<file path="src/rtl/key_debounce_pulse.sv">
// ----------------------------------------------------------------------------
// key_debounce_pulse
//   Conditions the board push-buttons before they reach the control FSM.
//   Each raw active-low button is brought into the clk domain with a two-flop
//   synchroniser and then debounced by its own four-state channel FSM. Each
//   channel emits one-cycle press, release and long-press events.
//
// Ports
//   clk          in   1       system clock
//   rst_n        in   1       asynchronous reset, active-low
//   key_raw_n    in   N_KEYS  raw button pins, active-low, asynchronous, bouncing
//   key_level_n  out  N_KEYS  debounced button level, active-low
//   key_press_n  out  N_KEYS  one-cycle active-low pulse on a confirmed press
//   key_release  out  N_KEYS  one-cycle active-high pulse on a confirmed release
//   key_long     out  N_KEYS  one-cycle pulse, HOLD_CYCLES after press confirmation
//   any_press    out  1       high in the same cycle as any key_press_n bit is low
// ----------------------------------------------------------------------------
module key_debounce_pulse #(
    parameter int N_KEYS      = 4,
    parameter int DB_CYCLES   = 2_000_000,   // >= 2
    parameter int HOLD_CYCLES = 100_000_000  // >= 2
) (
    input  logic              clk,
    input  logic              rst_n,
    input  logic [N_KEYS-1:0] key_raw_n,
    output logic [N_KEYS-1:0] key_level_n,
    output logic [N_KEYS-1:0] key_press_n,
    output logic [N_KEYS-1:0] key_release,
    output logic [N_KEYS-1:0] key_long,
    output logic              any_press
);

    localparam int MAX_CYC = (DB_CYCLES > HOLD_CYCLES) ? DB_CYCLES : HOLD_CYCLES;
    localparam int CNT_W   = $clog2(MAX_CYC + 1);

    localparam logic [CNT_W-1:0] DB_LAST   = CNT_W'(DB_CYCLES - 1);
    localparam logic [CNT_W-1:0] HOLD_LAST = CNT_W'(HOLD_CYCLES - 1);
    localparam logic [CNT_W-1:0] CNT_ONE   = CNT_W'(1);

    typedef enum logic [1:0] {
        IDLE,
        PRESS_WAIT,
        PRESSED,
        RELEASE_WAIT
    } state_t;

    // ------------------------------------------------------------------
    // Two-flop synchroniser. Reset to 1 so that a reset looks like
    // "nothing pressed" to the channels.
    // ------------------------------------------------------------------
    logic [N_KEYS-1:0] sync_1;
    logic [N_KEYS-1:0] sync_s;

    // NOTE: sequential state uses non-blocking assignments so both stages
    // sample the pre-edge value and the chain really is two flops deep.
    always_ff @(posedge clk or negedge rst_n) begin
        if (!rst_n) begin
            sync_1 <= '1;
            sync_s <= '1;
        end else begin
            sync_1 <= key_raw_n;
            sync_s <= sync_1;
        end
    end

    // Per-channel next-cycle press pulse, gathered so any_press can be
    // registered in step with key_press_n.
    logic [N_KEYS-1:0] press_next_n;

    for (genvar i = 0; i < N_KEYS; i++) begin : g_ch
        state_t           state_q, state_d;
        logic [CNT_W-1:0] db_q, db_d;
        logic [CNT_W-1:0] hold_q, hold_d;
        logic             fired_q, fired_d;
        logic             level_q, level_d;
        logic             press_q, press_d;
        logic             rel_q, rel_d;
        logic             long_q, long_d;
        logic             s;

        assign s = sync_s[i];

        always_ff @(posedge clk or negedge rst_n) begin
            if (!rst_n) begin
                state_q <= IDLE;
                db_q    <= '0;
                hold_q  <= '0;
                fired_q <= 1'b0;
                level_q <= 1'b1;
                press_q <= 1'b1;
                rel_q   <= 1'b0;
                long_q  <= 1'b0;
            end else begin
                state_q <= state_d;
                db_q    <= db_d;
                hold_q  <= hold_d;
                fired_q <= fired_d;
                level_q <= level_d;
                press_q <= press_d;
                rel_q   <= rel_d;
                long_q  <= long_d;
            end
        end

        // NOTE: every signal written here gets a default first, so no path
        // through the case leaves one unassigned and no latch is inferred.
        always_comb begin
            state_d = state_q;
            db_d    = db_q;
            hold_d  = hold_q;
            fired_d = fired_q;
            level_d = level_q;
            press_d = 1'b1;
            rel_d   = 1'b0;
            long_d  = 1'b0;

            case (state_q)
                IDLE: begin
                    if (!s) begin
                        state_d = PRESS_WAIT;
                        db_d    = CNT_ONE;
                    end
                end

                PRESS_WAIT: begin
                    if (s) begin
                        state_d = IDLE;
                        db_d    = '0;
                    end else if (db_q == DB_LAST) begin
                        state_d = PRESSED;
                        db_d    = '0;
                        press_d = 1'b0;
                        level_d = 1'b0;
                        hold_d  = '0;
                        fired_d = 1'b0;
                    end else begin
                        db_d = db_q + CNT_ONE;
                    end
                end

                PRESSED, RELEASE_WAIT: begin
                    if (!s) begin
                        // Held low: stay (or return) to PRESSED and advance
                        // the hold counter. The counter saturates at its last
                        // value; the long pulse is issued on the next held
                        // sample, which lands it HOLD_CYCLES cycles after the
                        // press pulse. fired_q keeps it to once per press.
                        state_d = PRESSED;
                        db_d    = '0;
                        if (hold_q != HOLD_LAST) begin
                            hold_d = hold_q + CNT_ONE;
                        end else if (!fired_q) begin
                            long_d  = 1'b1;
                            fired_d = 1'b1;
                        end
                    end else if (state_q == PRESSED) begin
                        // First high sample: start release debounce, hold
                        // counter stays frozen.
                        state_d = RELEASE_WAIT;
                        db_d    = CNT_ONE;
                    end else if (db_q == DB_LAST) begin
                        state_d = IDLE;
                        db_d    = '0;
                        rel_d   = 1'b1;
                        level_d = 1'b1;
                    end else begin
                        db_d = db_q + CNT_ONE;
                    end
                end

                default: begin
                    state_d = IDLE;
                    db_d    = '0;
                end
            endcase
        end

        assign key_level_n[i]  = level_q;
        assign key_press_n[i]  = press_q;
        assign key_release[i]  = rel_q;
        assign key_long[i]     = long_q;
        assign press_next_n[i] = press_d;
    end

    always_ff @(posedge clk or negedge rst_n) begin
        if (!rst_n) begin
            any_press <= 1'b0;
        end else begin
            any_press <= ~&press_next_n;
        end
    end

endmodule

</file>
<file path="config.mk">
export PLATFORM = sky130hd
export DESIGN_NAME = key_debounce_pulse
export DESIGN_NICKNAME = d
export VERILOG_FILES = /design/src/rtl/key_debounce_pulse.sv
export SDC_FILE = /design/constraint.sdc
export NUM_CORES = 1
export LEC_CHECK = 0
export BUFFER_PORTS_ARGS = -buffer_cell sky130_fd_sc_hd__buf_2
export CORE_ASPECT_RATIO = 0.6
export CORE_UTILIZATION = 30
export CTS_BUF_LIST = sky130_fd_sc_hd__clkbuf_16
export DETAILED_ROUTE_END_ITERATION = 7
export PLACE_DENSITY_LB_ADDON = 0.12
export RECOVER_POWER = 50
export REMOVE_ABC_BUFFERS = 1
export SYNTH_ARGS = -nofsm -noshare
export SYNTH_HDL_FRONTEND = slang
export SYNTH_SLANG_ARGS = --single-unit
</file>
<file path="constraint.sdc">
create_clock -name clk -period 5.05 [get_ports clk]
set_input_delay 0.7575 -clock clk [delete_from_list [all_inputs] [get_ports clk]]
set_output_delay 0.7575 -clock clk [all_outputs]
set_load 0.02 [all_outputs]
</file>
==> results.md <==
- Status: finished, violations left
- Failing checks: capacitance limit, slew limit
- Hold Path Class: in2reg
- Seq/Total Area, Yosys: 44.81%
- Synth Flop Type: dfrtp_1
- GRT Util Overall: 15.61%
- Crit Reg-Reg Startpoint: sync_s[2]
- Cell count after synthesis: 1,579
- CTS tree: done
- Simple-gate share of the synthesized area: 29.59%
- Vias in the first global route: 11,182
- Sequential power share: 50.3%
- Complex-gate fraction of the synthesized area: 16.75%
- Commonest non-fill, non-tap cell in the layout: dfrtp_1
- R2r endpoint: g_ch[2].db_q[23]
- Syn Std Cell Area: 14,170 um2
- Cts hold-fix bufs: 0
- Worst Path Buf+Inv: 2
- Fin area: 15,520 um2
- Height of the chip: 170.4 um
- Worst-margin pin slew: 2783 ps
- Ys Warns: 0
- Clock tree sinks: 253
- Crit end category: asynchronous set/reset pin
- Syn Area/Cell: 8.977 um2
- XOR/XNOR share of the synthesized area: 2.286%
- Worst path cell trace: clkbuf_2 -> buf_4
- Fin crit share: 57.47%
- Cell variety after synth: 84
- Max incr delay on CP: 1900 ps
- CP Launch Point: rst_n
- Final hold vios: 0
- CP Max Fanout: 104
- R2r setup slk: 2460 ps
- Tmin final: 2902 ps
- Hold Startpoint: key_raw_n[0]
- Worst slack, placed: 2418 ps
- Kind of critical path: in2async
- Placed Instances: 2,141
- WL/cell: 16.87 um
- Die width: 282.6 um
- Most frequent cells in the layout: dfrtp_1 (237), nand2_1 (158), a21oi_1 (119)
- Post-synth EDFFs: 0
- Area leader, netlist: dfrtp_1
- Clock skew: 13.63 ps
- Port Buffers: 22
- Kind of cell adding the most delay to the critical path: buffers and inverters
- Fraction of registers with async set/reset: 100.0%
- Nets: 1,555
- Pwr Total: 4.291 mW
- Finished Layout Cells: 2,192
- Max-Cap Viols: 1
- Sw frac: 24.98%
- R2R depth: 6
- Setup bufs post-CTS: 0
- Share of layout cells above drive strength 1: 8.387%
- Dpl hpwl: 24,790 um
- Hold path depth: 1
- GP Congestion: 0.7870
- Pwr per Cell Area: 276.4 nW/um2
- Vias/cell: 5.431
- Highest Clock Rate: 344.6 MHz
- Io pins: 23
- FF+latch count, synth: 253
- H-tree depth: 1
- Portion of netlist area occupied by mux cells: 1.351%
- Gr ovfl total: 0
- PostCTS Resize Cnt: 0
- Count of final max-slew check failures: 104
- Synth Area in Adders: 0.7062%
- Placed inst area: 14,690 um2
- Clock share of power: 45.3%
- Clk pin slew, worst setup/hold paths: 60 ps
- Required time of the critical path: 5690 ps
- Root Buffer: clkbuf_16
- Area grow syn2layout: 9.515%
- Startpoint Class: input pin
- Initial antenna violation count: 0
- Slew HR: -85.55%
- Antenna Nets Post-Route: 0
- Core area: 46,480 um2
- Max VDD drop: 0.2221 mV
- Logic gate share of total power: 4.4%
- ANT cells: 0
- DRC errors left: 0
- CTS Buf Count: 28
- Sum Neg Setup Slack: 0 ps
- Hold slack: 300.4 ps
- Maximum clock insertion buffer count: 3
- Yosys top cell area share: 41.84%
- Largest net degree at the start of global routing: 107
- FILL cells: 4,815
- First-pass GRT wire length: 61,900 um
- # setup viols final: 0
- Worst skew pair latency: 560 ps
- Largest family of logic cells by synthesized area: simple AND/OR/NAND/NOR gates
- Critical Path Slowest Stage Cell: clkbuf_2
- Initial drt markers: 964
- Unrepaired setup endpoints after global routing: no
- CP Data Arrival Time: 3540 ps
- Initial core utilization: 30.50%
- Pleak: 6.092 nW
- Die footprint: 48,150 um2
- Synth top area cells: dfrtp_1 (42%), a21oi_1 (4.3%), nand2_1 (4.2%)
- Fin util: 33.40%
- WHS Endpoint: sync_1[0]
- Setup ws final: 2148 ps
- Internal Power: 3.219 mW
- Sw power: 1.072 mW
- Row cnt: 61
- Routed vias: 11,904
- DRT Wirelength: 36,970 um
- Drt first pass iters: 5
[how the worst max path moves through the flow]
stage,end,slack (ps),depth (start not counted)
final,g_ch[2].db_q[22],2150,2
after global routing,g_ch[2].db_q[18],1530,2
after CTS,any_press,2420,5
after detailed placement,any_press,2420,5
after global placement,any_press,2410,5
after floorplan,g_ch[3].db_q[15],2000,5
[state kept, by name, indices dropped and copies added (netlist names), named ones only]
name and count:
g_ch.state_q 4, g_ch.rel_q 4, g_ch.press_q 4, g_ch.level_q 4
sync_s 4, g_ch.long_q 4, any_press 1, g_ch.hold_q 108
g_ch.fired_q 4, sync_1 4, g_ch.db_q 108
[per-layer routing]
metal | global-route usage, % | vias to the layer above | wire length (um)
met5 | 0 | - | 0
met4 | 2.632 | 0 | 549
met3 | 2.155 | 37 | 1305
met2 | 20.94 | 164 | 14100
met1 | 25.82 | 5842 | 21020
li1 | - | 5861 | -
[synthesized netlist by cell type, drive strengths merged (4+ instances only)]
master / instances
dfrtp: 237
nand2: 159
a21oi: 123
nor2: 107
nand3: 94
a31oi: 79
o21ai: 74
nand4: 65
clkbuf: 56
nor4: 51
nor3: 46
buf: 44
or4: 41
inv: 39
and3: 32
or3: 31
and4: 30
nand2b: 29
xnor2: 29
o31ai: 22
mux2i: 18
a41oi: 17
dfstp: 16
a21o: 14
o211ai: 12
and2: 11
nor4b: 9
a22o: 8
ha: 8
xor2: 8
or2: 6
nor2b: 5
or4b: 5
a221o: 4
nor3b: 4
nor4bb: 4
[kinds of logic (layout without fill, tap and decap cells)]
logic type	after synthesis	in the layout
XOR/XNOR	37	37
adder cells (fa/ha/maj)	8	8
flip-flops	253	253
AO/OA/AOI/OAI	382	382
buffers and inverters	139	122
multiplexers	19	19
AND/OR/NAND/NOR	741	741
[power by group through the flow]
stage / clock, mW / sequential, mW / combinational [mW]
2_1_floorplan: 0 / 2.17 / 0.111
6_report: 1.94 / 2.16 / 0.188
5_1_grt: 2.11 / 2.17 / 0.220
3_3_place_gp: 0 / 2.19 / 0.192
4_1_cts: 2.04 / 2.16 / 0.195
3_5_place_dp: 0 / 2.19 / 0.194
[cell type report]
class                           count  area [um2]  share of cell area [%]
Clock buffer                       29       725.7                   4.675
Clock inverter                     22       120.1                  0.7738
Inverter                           39       146.4                  0.9430
Multi-Input combinational cell   1187        7196                   46.35
Sequential cell                   253        6351                   40.91
Tap cell                          630       788.3                   5.078
Timing Repair Buffer               32       196.4                   1.265
No activity file was read; power rests on OpenSTA's default activity.
